===== config.mk =====
export PLATFORM = sky130hd
export DESIGN_NAME = srff_driver
export DESIGN_NICKNAME = d
export VERILOG_FILES = /design/src/rtl/srff_pkg.sv /design/src/rtl/srff_drv_cnt.sv /design/src/rtl/srff_driver.sv
export SDC_FILE = /design/constraint.sdc
export NUM_CORES = 1
export LEC_CHECK = 0
export BUFFER_PORTS_ARGS = -buffer_cell sky130_fd_sc_hd__buf_2
export CORE_MARGIN = 2
export CORE_UTILIZATION = 30
export CTS_CLUSTER_SIZE = 10
export DETAILED_ROUTE_END_ITERATION = 10
export PLACE_DENSITY_LB_ADDON = 0.2
export SLEW_MARGIN = 15
export SYNTH_ARGS = -nofsm -noshare
export SYNTH_HDL_FRONTEND = slang
export SYNTH_SLANG_ARGS = --single-unit

===== constraint.sdc =====
create_clock -name clk -period 1.4 [get_ports clk]
set_input_delay 0.14 -clock clk [delete_from_list [all_inputs] [get_ports clk]]
set_output_delay 0.14 -clock clk [all_outputs]
set_load 0.01 [all_outputs]

===== src/rtl/srff_pkg.sv =====
// Shared types and constants for the SR flip-flop command driver.
package srff_pkg;

  typedef enum logic [1:0] {
    OP_HOLD = 2'b00,
    OP_RST  = 2'b01,
    OP_SET  = 2'b10,
    OP_TGL  = 2'b11
  } srff_op_t;

  typedef logic [1:0] srff_drv_state_t;

  localparam srff_drv_state_t IDLE   = 2'd0;
  localparam srff_drv_state_t DRIVE  = 2'd1;
  localparam srff_drv_state_t WAIT_Q = 2'd2;

  // The one {s, r} combination the downstream flop must never see.
  localparam logic [1:0] SR_FORBIDDEN = 2'b11;

  // Toggle becomes a concrete set or reset from the flop's present state.
  function automatic srff_op_t resolve_op(input srff_op_t op, input logic q);
    if (op == OP_TGL) return q ? OP_RST : OP_SET;
    return op;
  endfunction

endpackage


===== src/rtl/srff_drv_cnt.sv =====
// Loadable down-counter with a terminal flag that is high while the count equals 1.
module srff_drv_cnt #(
  parameter int W = 4
) (
  input  logic         clk,
  input  logic         rst,
  input  logic         load,
  input  logic [W-1:0] load_val,
  input  logic         dec,
  output logic         term
);

  logic [W-1:0] cnt_q;
  logic [W-1:0] cnt_d;

  always_comb begin
    // NOTE: default assignment first, so every path drives cnt_d and no latch is inferred.
    cnt_d = cnt_q;
    if (load)                    cnt_d = load_val;
    else if (dec && cnt_q != '0) cnt_d = cnt_q - W'(1);
  end

  // NOTE: state registers use non-blocking assignments only; blocking here would race other flops.
  always_ff @(posedge clk) begin
    if (rst) cnt_q <= '0;
    else     cnt_q <= cnt_d;
  end

  assign term = (cnt_q == W'(1));

endmodule


===== src/rtl/srff_driver.sv =====
// Valid/ready command driver producing clean s/r strobes for an SR flop.
// Define SRFF_DRIVER_VERIFY_EN to add q readback with timeout and sticky err.
module srff_driver
  import srff_pkg::*;
#(
  parameter int LEN_W   = 4,
  parameter int TIMEOUT = 8
) (
  input  logic             clk,
  input  logic             rst,
  input  logic             req_valid,
  output logic             req_ready,
  input  logic [1:0]       req_op,
  input  logic [LEN_W-1:0] req_len,
  input  logic             q_in,
  output logic             s,
  output logic             r,
  output logic             busy,
  output logic             done,
  output logic             err
);

  srff_drv_state_t state_q, state_d;
  srff_op_t        op_q, op_d;
  logic            s_q, s_d;
  logic            r_q, r_d;
  logic            busy_q, busy_d;
  logic            ready_q, ready_d;
  logic            done_q, done_d;
  logic            accept;
  logic            len_term;

  assign accept = (state_q == IDLE) && req_valid;

  srff_drv_cnt #(.W(LEN_W)) u_len_cnt (
    .clk      (clk),
    .rst      (rst),
    .load     (accept),
    .load_val ((req_len == '0) ? LEN_W'(1) : req_len),
    .dec      (state_q == DRIVE),
    .term     (len_term)
  );

`ifdef SRFF_DRIVER_VERIFY_EN
  logic err_q, err_d;
  logic tmo_term;
  logic q_match;

  // Hold has no target, so it is treated as matching immediately.
  assign q_match = (op_q == OP_HOLD) || (q_in == (op_q == OP_SET));

  srff_drv_cnt #(.W(8)) u_tmo_cnt (
    .clk      (clk),
    .rst      (rst),
    .load     ((state_q == DRIVE) && len_term),
    .load_val (8'(TIMEOUT)),
    .dec      (state_q == WAIT_Q),
    .term     (tmo_term)
  );

  assign err = err_q;
`else
  assign err = 1'b0;
`endif

  always_comb begin
    state_d = state_q;
    op_d    = op_q;
    done_d  = 1'b0;
`ifdef SRFF_DRIVER_VERIFY_EN
    err_d   = err_q;
`endif
    case (state_q)
      IDLE: begin
        if (req_valid) begin
          state_d = DRIVE;
          op_d    = resolve_op(srff_op_t'(req_op), q_in);
        end
      end
      DRIVE: begin
        if (len_term) begin
`ifdef SRFF_DRIVER_VERIFY_EN
          state_d = WAIT_Q;
`else
          state_d = IDLE;
          done_d  = 1'b1;
`endif
        end
      end
`ifdef SRFF_DRIVER_VERIFY_EN
      WAIT_Q: begin
        if (q_match) begin
          state_d = IDLE;
          done_d  = 1'b1;
        end else if (tmo_term) begin
          state_d = IDLE;
          done_d  = 1'b1;
          err_d   = 1'b1;
        end
      end
`endif
      default: state_d = IDLE;
    endcase

    // Outputs are decoded from the next state so they are registered yet aligned with it.
    s_d     = (state_d == DRIVE) && (op_d == OP_SET);
    r_d     = (state_d == DRIVE) && (op_d == OP_RST);
    busy_d  = (state_d != IDLE);
    ready_d = (state_d == IDLE);
  end

  always_ff @(posedge clk) begin
    if (rst) begin
      state_q <= IDLE;
      op_q    <= OP_HOLD;
      s_q     <= 1'b0;
      r_q     <= 1'b0;
      busy_q  <= 1'b0;
      ready_q <= 1'b1;
      done_q  <= 1'b0;
    end else begin
      state_q <= state_d;
      op_q    <= op_d;
      s_q     <= s_d;
      r_q     <= r_d;
      busy_q  <= busy_d;
      ready_q <= ready_d;
      done_q  <= done_d;
    end
  end

`ifdef SRFF_DRIVER_VERIFY_EN
  always_ff @(posedge clk) begin
    if (rst) err_q <= 1'b0;
    else     err_q <= err_d;
  end
`endif

  assign s         = s_q;
  assign r         = r_q;
  assign busy      = busy_q;
  assign req_ready = ready_q;
  assign done      = done_q;

  a_no_forbidden: assert property (@(posedge clk) {s_q, r_q} != SR_FORBIDDEN);
  a_done_alone:   assert property (@(posedge clk) !(done_q && (s_q || r_q)));
  a_timeout_rng:  assert property (@(posedge clk) rst || ((TIMEOUT >= 1) && (TIMEOUT <= 255)));

endmodule


* Yosys cells after proc, flatten, opt, wreduce, memory -nomap -nowiden
Cells that the tools add are included.
** Word-level totals
- Output and inout port bits :: 6
- Latch bits :: 0
- Memories :: 0
- Flip-flop bits (word level) :: 13
- Memory bits (writable) :: 0
- Memory bits (read-only) :: 0
- Word-level logic and storage cells :: 42
** Cells by class
- Order comparisons :: 0
- Reductions and logical operators :: 11
- Divide/modulo/power cells :: 0
- $mul :: 0
- Bitwise gates (word level) :: 1
- Shifts and indexed selects :: 0
- Equality and inequality tests :: 6
- $add $sub $neg :: 1
- Mux-type cells :: 15
** Operators by type and width (number)
- $mux W2 :: 7
- $mux W4 :: 3
- $eq A2 B1 Y1 const B :: 3
- $eq A2 B2 Y1 const B :: 2
- $eq A4 B1 Y1 const B :: 1
- $logic_and A1 B1 Y1 :: 4
- $logic_not A2 Y1 :: 2
- $logic_not A4 Y1 :: 1
- $mux W1 :: 4
- $pmux W2 S2 :: 1
- $reduce_bool A2 Y1 :: 2
- $reduce_bool A4 Y1 :: 1
- $sub A4 B1 Y4 const B :: 1
- $reduce_or A2 Y1 :: 1
- $not A1 Y1 :: 1

* Longest topological paths before layout
Gate-level depths: netlist (run 1).
- Depth in word-level cells :: 9
- Mapped depth :: 6
- Mapped depth without buffers :: 6

* Modules after synthesis
Synthesis (run 1) repeated with hierarchy kept, for this count alone.
** Second synthesis, totals
- Cell total of the unflattened synthesis :: 70
- Area, all modules :: 633.1 µm²
** Modules (own cells, without submodules)
- srff_driver :: times used 1, cells an instance 37, area each 346.6 µm², sequential area each 180.2 µm²
- srff_drv_cnt :: times used 1, cells an instance 33, area each 286.5 µm², sequential area each 80.1 µm²

* Least setup slack after synthesis (run 1)
OpenSTA, ideal clock, no wires.
- Kind :: register -> register
- From :: reg u_len_cnt.cnt_q[0]
- To :: reg u_len_cnt.cnt_q[3]
- Setup slack :: -8 ps
- Data required time :: 1326 ps
- Clock period less this slack :: 1408 ps
- Stages on the path, launching flop included :: 6
- Arrival :: 1334 ps
- Library setup time :: 74 ps
- Cell sequence :: dfxtp_1 inv_1 ha_1 nor3b_1 or4_1 a31oi_1
** Between the ends
- Word-level cells in the longest chain between the ends :: 3
- Elaborated cells on any way between the ends :: 6
** RTL lines
- from (decl) :: line srff_drv_cnt.sv:13 : logic [W-1:0] cnt_q;
- from (signal assigned) :: line srff_drv_cnt.sv:26 : else cnt_q <= cnt_d;
- $sub A4 B1 Y4 / $reduce_bool A4 Y1 (equally long branches) :: line srff_drv_cnt.sv:20 : else if (dec && cnt_q != '0) cnt_d = cnt_q - W'(1);
- $mux W4 / $logic_and A1 B1 Y1 (equally long branches) :: line srff_drv_cnt.sv:20
- $mux W4 / $reduce_bool A2 Y1 (equally long branches)
Parallel ways exist; a longest one is shown, timed or not. The select of a mux whose other input is x is not followed.
A chain may end at the register's enable or synchronous reset.

* Worst setup path in the final report (run 1)
- From :: reg u_len_cnt.cnt_q[1]
- To :: reg u_len_cnt.cnt_q[3]
Same word-level chain as after synthesis.

==> results of run 1 <==
cells by family after synthesis:
kind of cell    share of synthesized area
simple gates                       0.2538
other cells                      0.006558
compound gates                     0.1575
fa+ha+maj                         0.04376
flops                              0.4551
buf+inv                           0.04594
mux                               0.03720
state kept, by name, indices dropped and copies added, names as in the netlist:
register	flops
busy	1
r	1
s	1
done	1
u_len_cnt.cnt_q	4
op_q	2
req_ready	1
state_q	2
cell usage after synthesis:
cell | count | area, µm²
and4_1 | 1 | 8.760
nand4b_1 | 1 | 8.760
conb_1 | 1 | 3.750
or4_1 | 1 | 7.510
nor3b_1 | 3 | 22.52
nor3b_2 | 1 | 12.51
nor3_1 | 1 | 5.000
mux2_2 | 1 | 11.26
nand2_1 | 3 | 11.26
a32oi_1 | 1 | 8.760
a2111o_1 | 1 | 11.26
mux2i_1 | 1 | 10.01
nand2b_1 | 1 | 6.260
nor2b_1 | 2 | 12.51
a211oi_1 | 1 | 7.510
nand2b_2 | 1 | 8.760
a31oi_1 | 4 | 25.02
buf_4 | 1 | 7.510
inv_2 | 1 | 3.750
o21ai_0 | 2 | 10.01
or3_1 | 3 | 18.77
nor2_1 | 1 | 3.750
nand3_1 | 2 | 10.01
or3b_2 | 1 | 8.760
ha_1 | 2 | 25.02
a21oi_1 | 1 | 5.000
a21boi_0 | 1 | 7.510
dfxtp_1 | 13 | 260.3
buf_1 | 1 | 3.750
inv_1 | 3 | 11.26
o211ai_1 | 2 | 15.01
area by class of cell:
type / instances / area, µm²
multi-input combinational: 41 / 314.1
tap: 25 / 31.28
clock buffer: 4 / 26.28
inverter: 4 / 15.01
fill: 200 / 1001
sequential: 13 / 265.3
timing repair buffer: 19 / 111.4
layer usage:
| metal | routed length [µm] | GRT usage | vias to the layer above |
|---|---|---|---|
| li1 | - | - | 258 |
| met2 | 590 | 0.1973 | 11 |
| met5 | 0 | 0 | - |
| met1 | 636 | 0.1746 | 227 |
| met3 | 59 | 0.05660 | 0 |
| met4 | 0 | 0.01622 | 0 |
per-stage QoR:
step	utilization	cell area [µm²]	setup TNS, ns
after detailed placement	0.3950	696.9	-0.1950
after global placement	0.3950	696.9	-0.1290
final	0.4326	763.2	-0.07714
after CTS	0.4270	753.2	-0.06126
after global routing	0.4326	763.2	-0.2288
after floorplan	-	576.8	0
power by group:
part	switching [W]	total, W	internal, W
Clock	0.000122	0.000232	0.000110
Sequential	0.0000161	0.000402	0.000385
Combinational	0.0000560	0.000122	0.0000663
worst reg2reg max path: stages (launching register included):
cell,delay [ns]
dfxtp_2,0.33
buf_4,0.13
or3_4,0.37
or4_4,0.42
a31oi_1,0.13
final timing paths:
path,end,slack (ns),cells after the start
setup / recovery,u_len_cnt.cnt_q[3],-0.04,4
hold reg to reg,op_q[0],0.49,2
setup reg to reg,u_len_cnt.cnt_q[3],-0.04,4
hold / removal,op_q[0],0.15,2
timing repair:
action	4_1_cts	5_1_grt
endpoints found under the setup margin	5	5
pin swaps	2	1
hold buffers	0	0
buffers inserted	1	0
gates resized for setup	7	3
==> flow_metrics.tcl, run 1 <==
set metrics [dict create \
    critical-path-slowest-cell "or4_4" \
    cts_tree "yes" \
    synth_seq_cells 13 \
    critPathBufInv 1 \
    finalHoldViolations 0 \
    clk_latency_ns 0.27 \
    rsz0062_at_grt "true" \
    synth_cells 59 \
    ant_nets 0 \
    core_area_um2 1764 \
    grt_max_degree 9 \
    ys_seq_area_frac 0.4551 \
    vias 496 \
    pre_cts_ws_ns -0.06415 \
    final_common_cell "buf_2" \
    overflow 0 \
    path_cells "buf_4 -> or3_4 -> or4_4 -> a31oi_1" \
    cts_sinks 13 \
    peakVddDrop_uv 553.8 \
    insertedDiodeCount 0 \
    finalPower_w 0.0007559 \
    io_pins 16 \
    rows 15 \
    drt_iter0_drc 10 \
    critPathMaxStageDelay_ns 0.41 \
    grt_usage 0.1291 \
    clock-root-buffer "clkbuf_4" \
    final_cell_mix "buf_2, dfxtp_1, a31oi_1, buf_4" \
    max_freq_ghz 0.6946 \
    viasPerCell 4.679 \
    cp-end-kind "flip-flop" \
    syn_area_per_cell_um2 9.691 \
    cts.clk_slew.worst_paths_ns 0.09 \
    portBuffers 14 \
    crit_path_max_fanout 2 \
    final_max_slew_viol_count 0 \
    cp.arrival_ns 1.65 \
    period_needed_ns 1.440 \
    final_cells 106 \
    synth_area_um2 571.8 \
    routed_wl_um 1285 \
    path_delay_family "simple AND/OR/NAND/NOR gates" \
    p_leak_nw 0.3107 \
    worstSetupPathType "reg2reg" \
    die_area_um2 2271 \
    startpoint "u_len_cnt.cnt_q[1]" \
    power_per_cell_area_nw_per_um2 990.4 \
    cts_made_buffers 3 \
    wl_per_cell_um 12.12 \
    area_growth_pct 33.48 \
    startpoint_type "flip-flop" \
    grt_pass1_wl_um 2028 \
    fin_crit_sh 1.028 \
    worstHoldStart "rst" \
    whs_ns 0.1464 \
    ys_warn_count 0 \
    worstHoldPathType "in2reg" \
    required_ns 1.61 \
    die_y_um 47.66 \
    clock_path_buffers 2 \
    grt_pass1_vias 454 \
    drc 0 \
    dp_hpwl_um 941 \
    start_util 0.3241 \
    fin_skew_ns 0.01029 \
    setup_ws_ns -0.03971 \
    die_w_um 47.66 \
    nets 94 \
    status "finished with violations" \
    dp.cells 101 \
    violations "setup timing" \
    gp_congestion 0.7414 \
    setup_violations 2 \
    first_pass_iters 4 \
    cts_max_level 1 \
    layout-drive-gt1-share 0.4321 \
    grt_antenna_before_repair 0 \
    reg2reg_from "u_len_cnt.cnt_q[1]" \
    netlist-cell-type-count 31 \
    drv_cap 0 \
]
No activity file was read; power rests on OpenSTA's default activity.
==> run 2, diff against run 1 <==
--- a/config.mk
+++ b/config.mk
@@ -10,6 +10,8 @@
 export CORE_UTILIZATION = 30
 export CTS_CLUSTER_SIZE = 10
 export DETAILED_ROUTE_END_ITERATION = 10
+export HOLD_SLACK_MARGIN = 0.15
+export MAX_ROUTING_LAYER = met4
 export PLACE_DENSITY_LB_ADDON = 0.2
 export SLEW_MARGIN = 15
 export SYNTH_ARGS = -nofsm -noshare
==> flow_metrics.tcl, run 2 (synthesized netlist as in run 1, its figures left out) <==
set metrics [dict create \
    largest_register "u_len_cnt.cnt_q" \
    overflow 0 \
    die_area_um2 2271 \
    p_leak_nw 0.3233 \
    cp.arrival_ns 1.65 \
    start_util 0.3241 \
    dp.cells 101 \
    first_pass_iters 4 \
    core_area_um2 1764 \
    final_cells 109 \
    drt_iter0_drc 10 \
    cts_max_level 1 \
    wl_per_cell_um 12.06 \
    cp-end-kind "flip-flop" \
    max_freq_ghz 0.6941 \
    insertedDiodeCount 0 \
    status "finished with violations" \
    layout-drive-gt1-share 0.4167 \
    die_y_um 47.66 \
    gp_congestion 0.7507 \
    dpl_cell_area_um2 696.9 \
    final_max_slew_viol_count 0 \
    portBuffers 14 \
    final_common_cell "buf_2" \
    violations "setup timing" \
    worstSetupPathType "reg2reg" \
    whs_ns 0.1712 \
    setup_violations 3 \
    finalHoldViolations 0 \
    power_per_cell_area_nw_per_um2 961.2 \
    grt_pass1_vias 461 \
    nets 97 \
    vias 499 \
    clock-root-buffer "clkbuf_4" \
    period_needed_ns 1.441 \
    cts_tree "yes" \
    dp_hpwl_um 941 \
    grt_antenna_before_repair 0 \
    routed_wl_um 1314 \
    setup_ws_ns -0.04074 \
    final_util 0.4496 \
    ant_nets 0 \
    required_ns 1.61 \
    fin_crit_sh 1.029 \
    cts.clk_slew.worst_paths_ns 0.09 \
    rows 15 \
    area_growth_pct 38.73 \
    drc 0 \
    worstHoldPathType "in2reg" \
    cts_sinks 13 \
    crit_path_max_fanout 2 \
    grt_pass1_wl_um 2063 \
    viasPerCell 4.578 \
    clock_path_buffers 2 \
    die_w_um 47.66 \
    drv_cap 0 \
    fin_skew_ns 0.01087 \
    grt_usage 0.1356 \
    io_pins 16 \
    final_cell_mix "buf_2, dfxtp_1, a31oi_1, buf_4" \
    largest_registers "u_len_cnt.cnt_q x4, op_q x2, state_q x2" \
    grt_max_degree 9 \
    clk_latency_ns 0.27 \
    rsz0062_at_grt "true" \
    peakVddDrop_uv 556.1 \
    stdcell_area_um2 793.3 \
    cts_made_buffers 3 \
    largest_register_ffs 4 \
    startpoint_type "flip-flop" \
]
run 2: changes by cell type in the layout (fill, tap and decap cells not counted):
cell	change
dlygate4sd3_1	+3
run 2: power by group:
group / total [W] / internal, W / switching, W
Clock: 0.000233 / 0.000110 / 0.000122
Combinational: 0.000128 / 0.0000717 / 0.0000567
Sequential: 0.000402 / 0.000385 / 0.0000161
run 2: critical path: stages (launching register included):
cell     delay [ns]
dfxtp_2        0.33
buf_4          0.13
or3_4          0.37
or4_4          0.42
a31oi_1        0.14
run 2: per-stage QoR:
step	setup TNS [ns]	total power [W]	setup slack, ns
after floorplan	0	0.0004661	0.02541
after global placement	-0.1290	0.0005078	-0.04579
after detailed placement	-0.1950	0.0005100	-0.06415
after CTS	-0.06126	0.0007666	-0.03937
after global routing	-0.2288	0.0008035	-0.08534
final	-0.08201	0.0007625	-0.04074
run 2: area by class of cell:
type / instances / area [µm²]
Inverter: 4 / 15.01
Timing Repair Buffer: 22 / 141.4
Tap cell: 25 / 31.28
Sequential cell: 13 / 265.3
Fill cell: 195 / 970.9
Multi-Input combinational cell: 41 / 314.1
Clock buffer: 4 / 26.28
run 2: per-layer routing:
| metal | part of all wire | vias up | GRT usage |
|---|---|---|---|
| li1 | - | 264 | - |
| met1 | 0.50 | 224 | 0.1814 |
| met2 | 0.45 | 11 | 0.1973 |
| met3 | 0.049 | 0 | 0.05660 |
| met4 | 0 | 0 | 0.01622 |
| met5 | 0 | - | - |
run 2: worst paths after layout:
kind | startpoint | cells after the start | slack, ns | to
worst max-delay path | u_len_cnt.cnt_q[1] | 4 | -0.04 | u_len_cnt.cnt_q[3]
worst max register to register | u_len_cnt.cnt_q[1] | 4 | -0.04 | u_len_cnt.cnt_q[3]
worst min-delay path | req_op[0] | 3 | 0.17 | op_q[0]
worst min register to register | op_q[0] | 2 | 0.49 | op_q[0]
run 2: repair_timing:
| action | CTS | global route |
|---|---|---|
| gates resized for setup | 7 | 3 |
| pin swaps | 2 | 1 |
| endpoints found under the setup margin | 5 | 5 |
| endpoints found under the hold margin | 6 | 0 |
| buffers inserted | 1 | 0 |
| hold buffers | 3 | 0 |
